==> src/rtl/alu_exec_unit.sv <==
// alu_exec_unit: execute-stage ALU responder with valid/ready request and response channels.
// Logic ops complete in one cycle; shifts step one bit per cycle before the response is posted.
module alu_exec_unit #(
    parameter int WIDTH   = 8,
    parameter int SHAMT_W = 4
) (
    input  logic             clk,
    input  logic             reset,
    input  logic             in_valid,
    output logic             in_ready,
    input  logic [3:0]       alu_cmd,
    input  logic [WIDTH-1:0] inA,
    input  logic [WIDTH-1:0] inB,
    input  logic             sc_i,
    output logic             out_valid,
    input  logic             out_ready,
    output logic [WIDTH-1:0] rslt,
    output logic             sc_o,
    output logic             pari,
    output logic             zero,
    output logic             cond
);
    localparam int CW = $clog2(WIDTH + 1);
    localparam logic [1:0] IDLE  = 2'd0;
    localparam logic [1:0] SHIFT = 2'd1;
    localparam logic [1:0] DONE  = 2'd2;
    localparam logic [3:0] OP_ADD  = 4'b0000;
    localparam logic [3:0] OP_SHL  = 4'b0001;
    localparam logic [3:0] OP_SHR  = 4'b0010;
    localparam logic [3:0] OP_MOV  = 4'b0011;
    localparam logic [3:0] OP_OR   = 4'b0100;
    localparam logic [3:0] OP_XOR  = 4'b0101;
    localparam logic [3:0] OP_AND  = 4'b0110;
    localparam logic [3:0] OP_ADDI = 4'b0111;
    localparam logic [3:0] OP_BNE  = 4'b1000;
    localparam logic [3:0] OP_BEQ  = 4'b1001;
    localparam logic [3:0] OP_MOVI = 4'b1010;
    localparam logic [3:0] OP_CMP  = 4'b1101;

    logic [1:0]       state_q, state_d;
    logic [3:0]       cmd_q, cmd_d;
    logic [WIDTH-1:0] a_q, a_d, b_q, b_d, sh_q, sh_d, rslt_q, rslt_d;
    logic [CW-1:0]    cnt_q, cnt_d;
    logic             sci_q, sci_d, shc_q, shc_d;
    logic             out_valid_q, out_valid_d, sc_o_q, sc_o_d, cond_q, cond_d;
    logic [CW-1:0]    amt;
    logic             in_shift;
    logic [WIDTH:0]   sum;
    logic [WIDTH-1:0] res_r;
    logic             res_c, res_cond;

    // Shift amount saturates at WIDTH: further steps would only repeat the fill bit.
    assign amt      = (32'(inB[SHAMT_W-1:0]) >= WIDTH) ? CW'(WIDTH) : CW'(inB[SHAMT_W-1:0]);
    assign in_shift = (alu_cmd == OP_SHL) || (alu_cmd == OP_SHR);
    assign sum      = {1'b0, a_q} + {1'b0, b_q} + {{WIDTH{1'b0}}, sci_q};

    assign in_ready  = (state_q == IDLE);
    assign out_valid = out_valid_q;
    assign rslt      = rslt_q;
    assign sc_o      = sc_o_q;
    assign cond      = cond_q;
    assign pari      = ^rslt_q;
    assign zero      = (rslt_q == '0);

    always_comb begin
        res_r    = '0;
        res_c    = 1'b0;
        res_cond = 1'b0;
        case (cmd_q)
            OP_ADD, OP_ADDI: {res_c, res_r} = sum;
            OP_SHL, OP_SHR: begin
                res_r = sh_q;
                res_c = shc_q;
            end
            OP_MOV, OP_MOVI: res_r = a_q;
            OP_OR:           res_r = a_q | b_q;
            OP_XOR:          res_r = a_q ^ b_q;
            OP_AND:          res_r = a_q & b_q;
            OP_BNE:          res_cond = (a_q != b_q);
            OP_BEQ:          res_cond = (a_q == b_q);
            OP_CMP:          res_cond = (a_q < b_q);
            default: ;
        endcase
    end

    always_comb begin
        state_d     = state_q;
        cmd_d       = cmd_q;
        a_d         = a_q;
        b_d         = b_q;
        sci_d       = sci_q;
        cnt_d       = cnt_q;
        sh_d        = sh_q;
        shc_d       = shc_q;
        out_valid_d = out_valid_q;
        rslt_d      = rslt_q;
        sc_o_d      = sc_o_q;
        cond_d      = cond_q;
        case (state_q)
            IDLE: if (in_valid) begin
                cmd_d   = alu_cmd;
                a_d     = inA;
                b_d     = inB;
                sci_d   = sc_i;
                sh_d    = inA;
                shc_d   = 1'b0;
                cnt_d   = amt;
                state_d = (in_shift && amt != '0) ? SHIFT : DONE;
            end
            SHIFT: begin
                sh_d    = (cmd_q == OP_SHL) ? {sh_q[WIDTH-2:0], sci_q} : {sci_q, sh_q[WIDTH-1:1]};
                shc_d   = (cmd_q == OP_SHL) ? sh_q[WIDTH-1] : sh_q[0];
                cnt_d   = cnt_q - CW'(1);
                state_d = (cnt_q == CW'(1)) ? DONE : SHIFT;
            end
            DONE: if (!out_valid_q) begin
                out_valid_d = 1'b1;
                rslt_d      = res_r;
                sc_o_d      = res_c;
                cond_d      = res_cond;
            end else if (out_ready) begin
                out_valid_d = 1'b0;
                state_d     = IDLE;
            end
            default: state_d = IDLE;
        endcase
    end

    always_ff @(posedge clk) begin
        if (reset) begin
            state_q     <= IDLE;
            cmd_q       <= '0;
            a_q         <= '0;
            b_q         <= '0;
            sci_q       <= 1'b0;
            cnt_q       <= '0;
            sh_q        <= '0;
            shc_q       <= 1'b0;
            out_valid_q <= 1'b0;
            rslt_q      <= '0;
            sc_o_q      <= 1'b0;
            cond_q      <= 1'b0;
        end else begin
            state_q     <= state_d;
            cmd_q       <= cmd_d;
            a_q         <= a_d;
            b_q         <= b_d;
            sci_q       <= sci_d;
            cnt_q       <= cnt_d;
            sh_q        <= sh_d;
            shc_q       <= shc_d;
            out_valid_q <= out_valid_d;
            rslt_q      <= rslt_d;
            sc_o_q      <= sc_o_d;
            cond_q      <= cond_d;
        end
    end
endmodule

==> config.mk <==
export PLATFORM = sky130hd
export DESIGN_NAME = alu_exec_unit
export DESIGN_NICKNAME = d
export VERILOG_FILES = /design/src/rtl/alu_exec_unit.sv
export SDC_FILE = /design/constraint.sdc
export NUM_CORES = 1
export LEC_CHECK = 0
export ABC_AREA = 0
export BUFFER_PORTS_ARGS = -buffer_cell sky130_fd_sc_hd__buf_2
export CAP_MARGIN = 30
export CORE_MARGIN = 5
export CORE_UTILIZATION = 48
export CTS_BUF_LIST = sky130_fd_sc_hd__clkbuf_16
export CTS_CLUSTER_SIZE = 10
export DETAILED_ROUTE_END_ITERATION = 6
export PLACE_DENSITY = 0.74
export SLEW_MARGIN = 20
export SYNTH_ARGS = -nofsm -noshare
export SYNTH_HDL_FRONTEND = slang
export SYNTH_SLANG_ARGS = --single-unit
==> constraint.sdc <==
create_clock -name clk -period 4.8 [get_ports clk]
set_input_delay 0.24 -clock clk [delete_from_list [all_inputs] [get_ports clk]]
set_output_delay 0.24 -clock clk [all_outputs]
set_load 0.03 [all_outputs]
# Yosys cells after proc, flatten, opt, wreduce, memory -nomap -nowiden
# Cells that the tools add are included.
dict set report word_totals {
  out_inout_bits 14
  in_bits 25
  ff_bits 47
}
dict set report classes {
  muxes 20
  n_reduce_logical 15
  bitwise_logic 4
  addsub 3
  order_cmp 2
  eq_ne 21
}
# op count
set ops {}
lappend ops {{8-bit one-hot mux with 6 select lines} 1}
lappend ops {{4-bit by 3-bit equality test with 1-bit output (second input constant)} 4}
lappend ops {{4-bit equality test (second input constant)} 4}
lappend ops {{8-bit 2-to-1 mux} 2}
lappend ops {{8-bit one-hot mux with 2 select lines} 1}
lappend ops {{4-bit by 1-bit equality test with 1-bit output (second input constant)} 3}
lappend ops {{4-bit by 2-bit equality test with 1-bit output (second input constant)} 3}
lappend ops {{2-bit 2-to-1 mux} 5}
lappend ops {{8-bit by 8-bit adder with 9-bit output} 1}
lappend ops {{9-bit by 1-bit adder with 9-bit output} 1}
lappend ops {{8-bit bitwise AND} 1}
lappend ops {{8-bit equality test} 1}
lappend ops {{8-bit zero test} 1}
lappend ops {{8-bit < comparator} 1}
lappend ops {{4-bit 2-to-1 mux} 2}
lappend ops {{8-bit != test} 1}
lappend ops {{8-bit OR} 1}
lappend ops {{4-bit one-hot mux with 2 select lines} 1}
lappend ops {{8-bit parity} 1}
lappend ops {{8-bit bitwise XOR} 1}
lappend ops {{2-bit != test (second input constant)} 3}
lappend ops {{2-bit one-hot mux with 3 select lines} 1}
lappend ops {{2-bit AND reduction} 3}
lappend ops {{2-bit OR reduction} 3}
lappend ops {{other kinds (15)} 19}

# Longest topological paths before layout
# Gate-level depths: netlist of run 1.
dict set report logic_depth {
  depth_word 7
  depth_mapped 8
  ltp_nobuf 7
}

# Worst setup path before layout of run 1
# Ideal clock, no wire load.
dict set report synth_path {
  path_type {register to register}
  from {reg a_q[0]}
  to {reg sc_o_q, in the netlist sc_o}
  synth_period_minus_slack_ps 2108
  path_stages_with_launch 8
  setup_ps 141
  slack_ps 2692
  required_time_ps 4659
  arrival_time_ps 1968
  n_path_buf 0
  path_cell_list {dfxtp_1 -> fa_1 -> fa_1 -> a211oi_1 -> nor2_1 -> o211a_1 -> o21ai_0 -> a311oi_1}
}
dict set report synth_between {
  elab_chain_len 3
}
# item line
set synth_lines {}
lappend synth_lines {{start, declared} 42} ;# logic [WIDTH-1:0] a_q, a_d, b_q, b_d, sh_q, sh_d, rslt_q, rslt_d;
lappend synth_lines {{start signal, assigned} 133} ;# a_q <= '0;
lappend synth_lines {{start signal, assigned} 146} ;# a_q <= a_d;
lappend synth_lines {{8-bit by 8-bit adder with 9-bit output} 55} ;# assign sum = {1'b0, a_q} + {1'b0, b_q} + {{WIDTH{1'b0}}, sci_q};
lappend synth_lines {{9-bit by 1-bit adder with 9-bit output} 55}
lappend synth_lines {{1-bit one-hot mux with 2 select lines} 69} ;# case (cmd_q)
lappend synth_lines {{end signal, assigned} 154} ;# sc_o_q <= sc_o_d;
lappend synth_lines {{end, declared} 45} ;# logic out_valid_q, out_valid_d, sc_o_q, sc_o_d, cond_q, cond_d;
# No other way between the ends.
# A chain may end at the register's enable or synchronous reset.

# Worst setup path in the final report of run 1
# Ends and elaborated chain as after synthesis.

==> results of run 1 <==
[layer usage]
metal	GRT usage, %	up-vias	routed length [microns]
li1	-	1556	-
met1	26.51	1477	3843
met2	36.41	126	4274
met3	4.468	20	625
met4	9.524	0	311
met5	0	-	0
[path summary, 6_finish.rpt]
| path | startpoint | end | slack, ns | cells after the start |
|---|---|---|---|---|
| setup / recovery | a_q[0] | sc_o | 2.53 | 7 |
| hold / removal | sc_i | sci_q | 0.19 | 3 |
| setup reg to reg | a_q[0] | sc_o | 2.53 | 7 |
| hold reg to reg | b_q[4] | b_q[4] | 0.48 | 2 |
[layout make-up]
class	count	area (sq um)	area share, %
multi-input combinational	327	2105	57.21
sequential	47	940.9	25.58
timing repair buffer	43	246.5	6.701
clock buffer	5	125.1	3.401
inverter	33	123.9	3.367
tap	80	100.1	2.721
clock inverter	2	37.54	1.020
[logic make-up (layout without fill, tap and decap cells)]
| logic type | count (synthesis) | after routing | share of synthesized area [%] |
|---|---|---|---|
| DFF | 47 | 47 | 28.52 |
| and+or+nand+nor | 150 | 150 | 21.27 |
| buffers and inverters | 61 | 83 | 7.774 |
| adders and majority gates | 32 | 32 | 12.59 |
| xor gates and xnor gates | 11 | 11 | 2.920 |
| AOI/OAI and AO/OA | 132 | 132 | 26.32 |
| muxes | 2 | 2 | 0.6068 |
[cell usage after synthesis (2+ instances only)]
library cell,count,area share (%)
o211ai_1,3,0.68
a2bb2oi_1,2,0.53
fa_1,2,1.2
o21bai_1,3,0.68
inv_1,32,3.6
nor3_1,3,0.45
or3_4,2,0.68
a32oi_1,3,0.80
nand3_1,6,0.91
buf_4,2,0.45
ha_1,30,11
a221oi_1,12,3.2
a31o_2,2,0.53
xor2_1,3,0.80
a211oi_1,6,1.4
clkbuf_1,14,1.6
nor4_1,3,0.57
a21oi_1,46,7.0
buf_2,9,1.4
and2_0,2,0.38
nor2_1,37,4.2
a311oi_1,3,0.80
or4b_1,2,0.61
o21ai_0,23,3.5
nand2b_1,6,1.1
o31ai_1,3,0.68
a32o_1,2,0.61
xnor2_1,8,2.1
or2_2,2,0.38
dfxtp_1,47,29
mux2i_1,2,0.61
a22oi_1,7,1.6
a21o_1,3,0.68
nand2_1,75,8.5
a31oi_1,5,0.95
[report_power, final]
part           internal, mW  total [mW]  switching, mW
combinational         0.123       0.327          0.204
clock                 0.243       0.401          0.158
sequential            0.420       0.458         0.0388
[worst max-delay path, delay by kind of cell, from the launching register on]
family	cells	cell delay, ns
AO/OA/AOI/OAI	4	0.70
AND/OR/NAND/NOR	1	0.11
adder cells (fa/ha/maj)	2	0.93
flip-flops	1	0.37
[sequential cells by signal (all words and copies together), names as in the netlist]
register,flops
out_valid,1
b_q,8
cond,1
a_q,8
cmd_q,4
sci_q,1
sc_o,1
shc_q,1
sh_q,8
cnt_q,4
state_q,2
rslt,8
[per-stage QoR]
stage | instance area, sq um | power, mW
3_5_place_dp | 3490 | 0.7879
6_report | 3679 | 1.186
2_1_floorplan | 3299 | 0.6965
3_3_place_gp | 3475 | 0.7786
4_1_cts | 3652 | 1.181
5_1_grt | 3679 | 1.244
==> results.json, run 1 <==
{
  "status": "completed",
  "syn_area_per_cell_sq_um": 7.585,
  "viasPerCell": 5.920,
  "min_period_ns": 2.265,
  "drtAntennaViolNets": 0,
  "track_usage_pct": 21.64,
  "clockBufferDepth": 2,
  "cp_max_fo": 6,
  "gp_congestion": 0.9405,
  "synth-edff-count": 0,
  "path_common_cell": "fa_1",
  "clk_pin_slew_ns": 0.07,
  "clkSinkCount": 47,
  "drtIter0Drc": 191,
  "fin_skew_ns": 0.005651,
  "final_layout_size_suffix_gt1_share_pct": 13.79,
  "crit_path_top_delay_cell": "fa_1",
  "required_ns": 4.93,
  "drt-total-wl_microns": 9054,
  "max-slew-margin-rel_pct": 41.21,
  "rsz0062_at_grt": "false",
  "grt_pass1_vias": 3023,
  "max_freq_mhz": 441.4,
  "timing.setup.tns_ns": 0,
  "yosysUniqueCellTypes": 60,
  "worst-slew-pin-transition_ns": 0.8818,
  "dieHeight_microns": 92.91,
  "drc": 0,
  "hold_path_class": "primary input to register",
  "critPathKind": "register to register",
  "holdWs_ns": 0.1902,
  "numPortBuffers": 38,
  "synthCells": 435,
  "crit_path_start_kind": "register",
  "crit_path_end_kind": "register",
  "dieArea_sq_um": 8632,
  "avgRoutedWirePerCell_microns": 16.86,
  "cp_slowest_stage_delay_ns": 0.49,
  "drtPass1Iterations": 5,
  "utilization_pct": 54.44,
  "max-cap-violations": 0,
  "crit_chain": "fa_1, fa_1, a211oi_1, nor2_1, o211a_1, o21ai_0, a311oi_1",
  "ios": 39,
  "cts_resized": 0,
  "max-vdd-ir-drop_uv": 177.0,
  "fill_cells": 651,
  "power.leakage_nw": 1.464,
  "die-width_microns": 92.91,
  "root_buffer": "clkbuf_16",
  "grt_pass1_wl_microns": 14950,
  "hold_buffers": 0,
  "grt_antenna_before_repair": 0,
  "ys_ff_latch": 47,
  "initial_core_util_pct": 48.83,
  "timing.final.ws_setup_ns": 2.535,
  "detailed_place_hpwl_microns": 6771,
  "post-place-ws_ns": 2.512,
  "finalNonFillerCells": 537,
  "setup_viol": 0,
  "syn_to_final_growth_pct": 11.49,
  "final_common_cell": "nand2_1",
  "ys.flop_type": "dfxtp_1",
  "postCtsSetupBuffers": 0,
  "async_reset_ff_share_pct": 0,
  "core-area_sq_um": 6756,
  "numCtsBuffers": 5,
  "final_cell_mix": "nand2_1 (75), dfxtp_1 (47), a21oi_1 (46)",
  "period_share_pct": 47.20,
  "gr-total-overflow": 0,
  "cts_tree": "done",
  "nNetsFinal": 514,
  "grt_max_degree": 45,
  "cp.arrival_ns": 2.40,
  "synth_nets": 492,
  "cts-htree-levels": 2,
  "post-place-cells": 528,
  "yosysWarningCount": 0,
  "worstSkewPairLatency_ns": 0.29,
  "vias": 3179,
  "row_count": 30,
  "seq_area_frac_synth_pct": 28.52,
  "synth_area_sq_um": 3299,
  "diodes": 0,
  "maxSlewViolCount": 0,
  "hold_viol_final": 0,
  "p_per_area_nw_per_um2": 322.5
}
Note: power is estimated with default switching activity, not from simulation.
==> inputs of run 2 (changes only) <==
- clock period: 4.8 -> 2.3 ns (I/O delays scaled with it)
==> results.json, run 2 (synthesis results as in run 1) <==
{
  "status": "completed",
  "hold_buffers": 0,
  "max-slew-margin-rel_pct": 49.42,
  "clkSinkCount": 47,
  "viasPerCell": 6.004,
  "row_count": 30,
  "cts_tree": "done",
  "vias": 3296,
  "crit_path_start_kind": "register",
  "required_ns": 2.53,
  "drc": 0,
  "gp_congestion": 0.9640,
  "avgRoutedWirePerCell_microns": 17.06,
  "die-width_microns": 92.91,
  "hold_viol_final": 0,
  "holdPathStages": 3,
  "drtAntennaViolNets": 0,
  "setup_viol": 0,
  "clk_pin_slew_ns": 0.06,
  "power.leakage_nw": 1.504,
  "ios": 39,
  "clockBufferDepth": 2,
  "grt_pass1_vias": 3014,
  "critPathKind": "register to register",
  "placed_area_sq_um": 3580,
  "grt_pass1_wl_microns": 15260,
  "drt-total-wl_microns": 9367,
  "hold_path_class": "primary input to register",
  "final_cell_mix": "nand2_1 (75), dfxtp_1 (47), a21oi_1 (46)",
  "syn_to_final_growth_pct": 13.05,
  "worstReg2RegStart": "b_q[1]",
  "timing.setup.tns_ns": 0,
  "grt_max_degree": 37,
  "cts-htree-levels": 2,
  "dieArea_sq_um": 8632,
  "max-vdd-ir-drop_uv": 283.2,
  "r2r-end": "rslt[3]",
  "critPathLaunch": "b_q[1]",
  "initial_core_util_pct": 48.83,
  "min_period_ns": 2.134,
  "nNetsFinal": 525,
  "worstSkewPairLatency_ns": 0.29,
  "p_per_area_nw_per_um2": 641.1,
  "reg2regPathDepth": 7,
  "track_usage_pct": 22.08,
  "postCtsSetupBuffers": 0,
  "numPortBuffers": 38,
  "worst-slew-pin-transition_ns": 0.7559,
  "diodes": 0,
  "cp.arrival_ns": 2.37,
  "numCtsBuffers": 5,
  "endpoint": "rslt[3]",
  "max-cap-violations": 0,
  "core-area_sq_um": 6756,
  "fin_skew_ns": 0.008569,
  "root_buffer": "clkbuf_16",
  "cp_max_fo": 5,
  "drtPass1Iterations": 5,
  "design_area_sq_um": 3730,
  "power_mw": 2.391,
  "rsz0062_at_grt": "false",
  "grt_antenna_before_repair": 0,
  "final_common_cell": "nand2_1",
  "crit_path_end_kind": "register",
  "detailed_place_hpwl_microns": 7100,
  "period_share_pct": 92.78,
  "gr-total-overflow": 0,
  "reg2reg_slack_ns": 0.17,
  "dieHeight_microns": 92.91,
  "maxSlewViolCount": 0,
  "final_layout_size_suffix_gt1_share_pct": 16.20,
  "drtIter0Drc": 290,
  "max_freq_mhz": 468.6
}
[run 2: report_power, final]
part | total [mW] | switching [mW] | internal [mW]
clock network | 0.728 | 0.326 | 0.401
registers | 0.951 | 0.0750 | 0.876
logic | 0.713 | 0.442 | 0.271
total | 2.39 | 0.843 | 1.55
[run 2: critical path: stages, from the launching register on]
cell	delay, ns
dfxtp_1	0.43
inv_1	0.09
ha_1	0.36
a211oi_1	0.30
nor2_1	0.11
or4b_1	0.51
o211ai_1	0.13
a22o_1	0.15
[run 2: worst min-delay path by stage]
stage	start	endpoint	slack [ns]
2_1_floorplan	inB[2]	b_q[2]	0.25
3_3_place_gp	inB[4]	b_q[4]	0.36
3_5_place_dp	inB[5]	b_q[5]	0.37
4_1_cts	inB[4]	b_q[4]	0.07
5_1_grt	inA[3]	a_q[3]	0.08
6_report	inB[5]	b_q[5]	0.07
[run 2: through the flow]
stage                     instances  hold slack, ns  setup WS (ns)  utilization (%)
after detailed placement        541          0.3671        0.06280            52.98
after CTS                       549         0.06720        0.01908            55.13
after floorplan                 435          0.2510         0.1917                -
after global placement          541          0.3574         0.1356            52.98
final                           549         0.06938         0.1661            55.20
after global routing            549         0.07641        0.06262            55.20
[run 2: cell type report]
type,instances,area (sq um)
fill,651,3027
multi-input combinational,327,2110
sequential,47,940.9
timing repair buffer,54,310.3
clock buffer,5,125.1
inverter,33,123.9
tap,80,100.1
clock inverter,3,20.02
[run 2: what timing repair did]
item                                    4_1_cts  5_1_grt
endpoints found under the setup margin        0        2
gates resized for setup                       0        2
hold endpoints to repair                      0        0
[run 2: metal layers]
| layer | GRT usage [%] | vias up | part of all wire (%) |
|---|---|---|---|
| met2 | 35.99 | 146 | 46 |
| met5 | 0 | - | 0 |
| met4 | 8.913 | 0 | 3.7 |
| met1 | 29.01 | 1528 | 44 |
| met3 | 3.493 | 29 | 6.8 |
| li1 | - | 1593 | - |
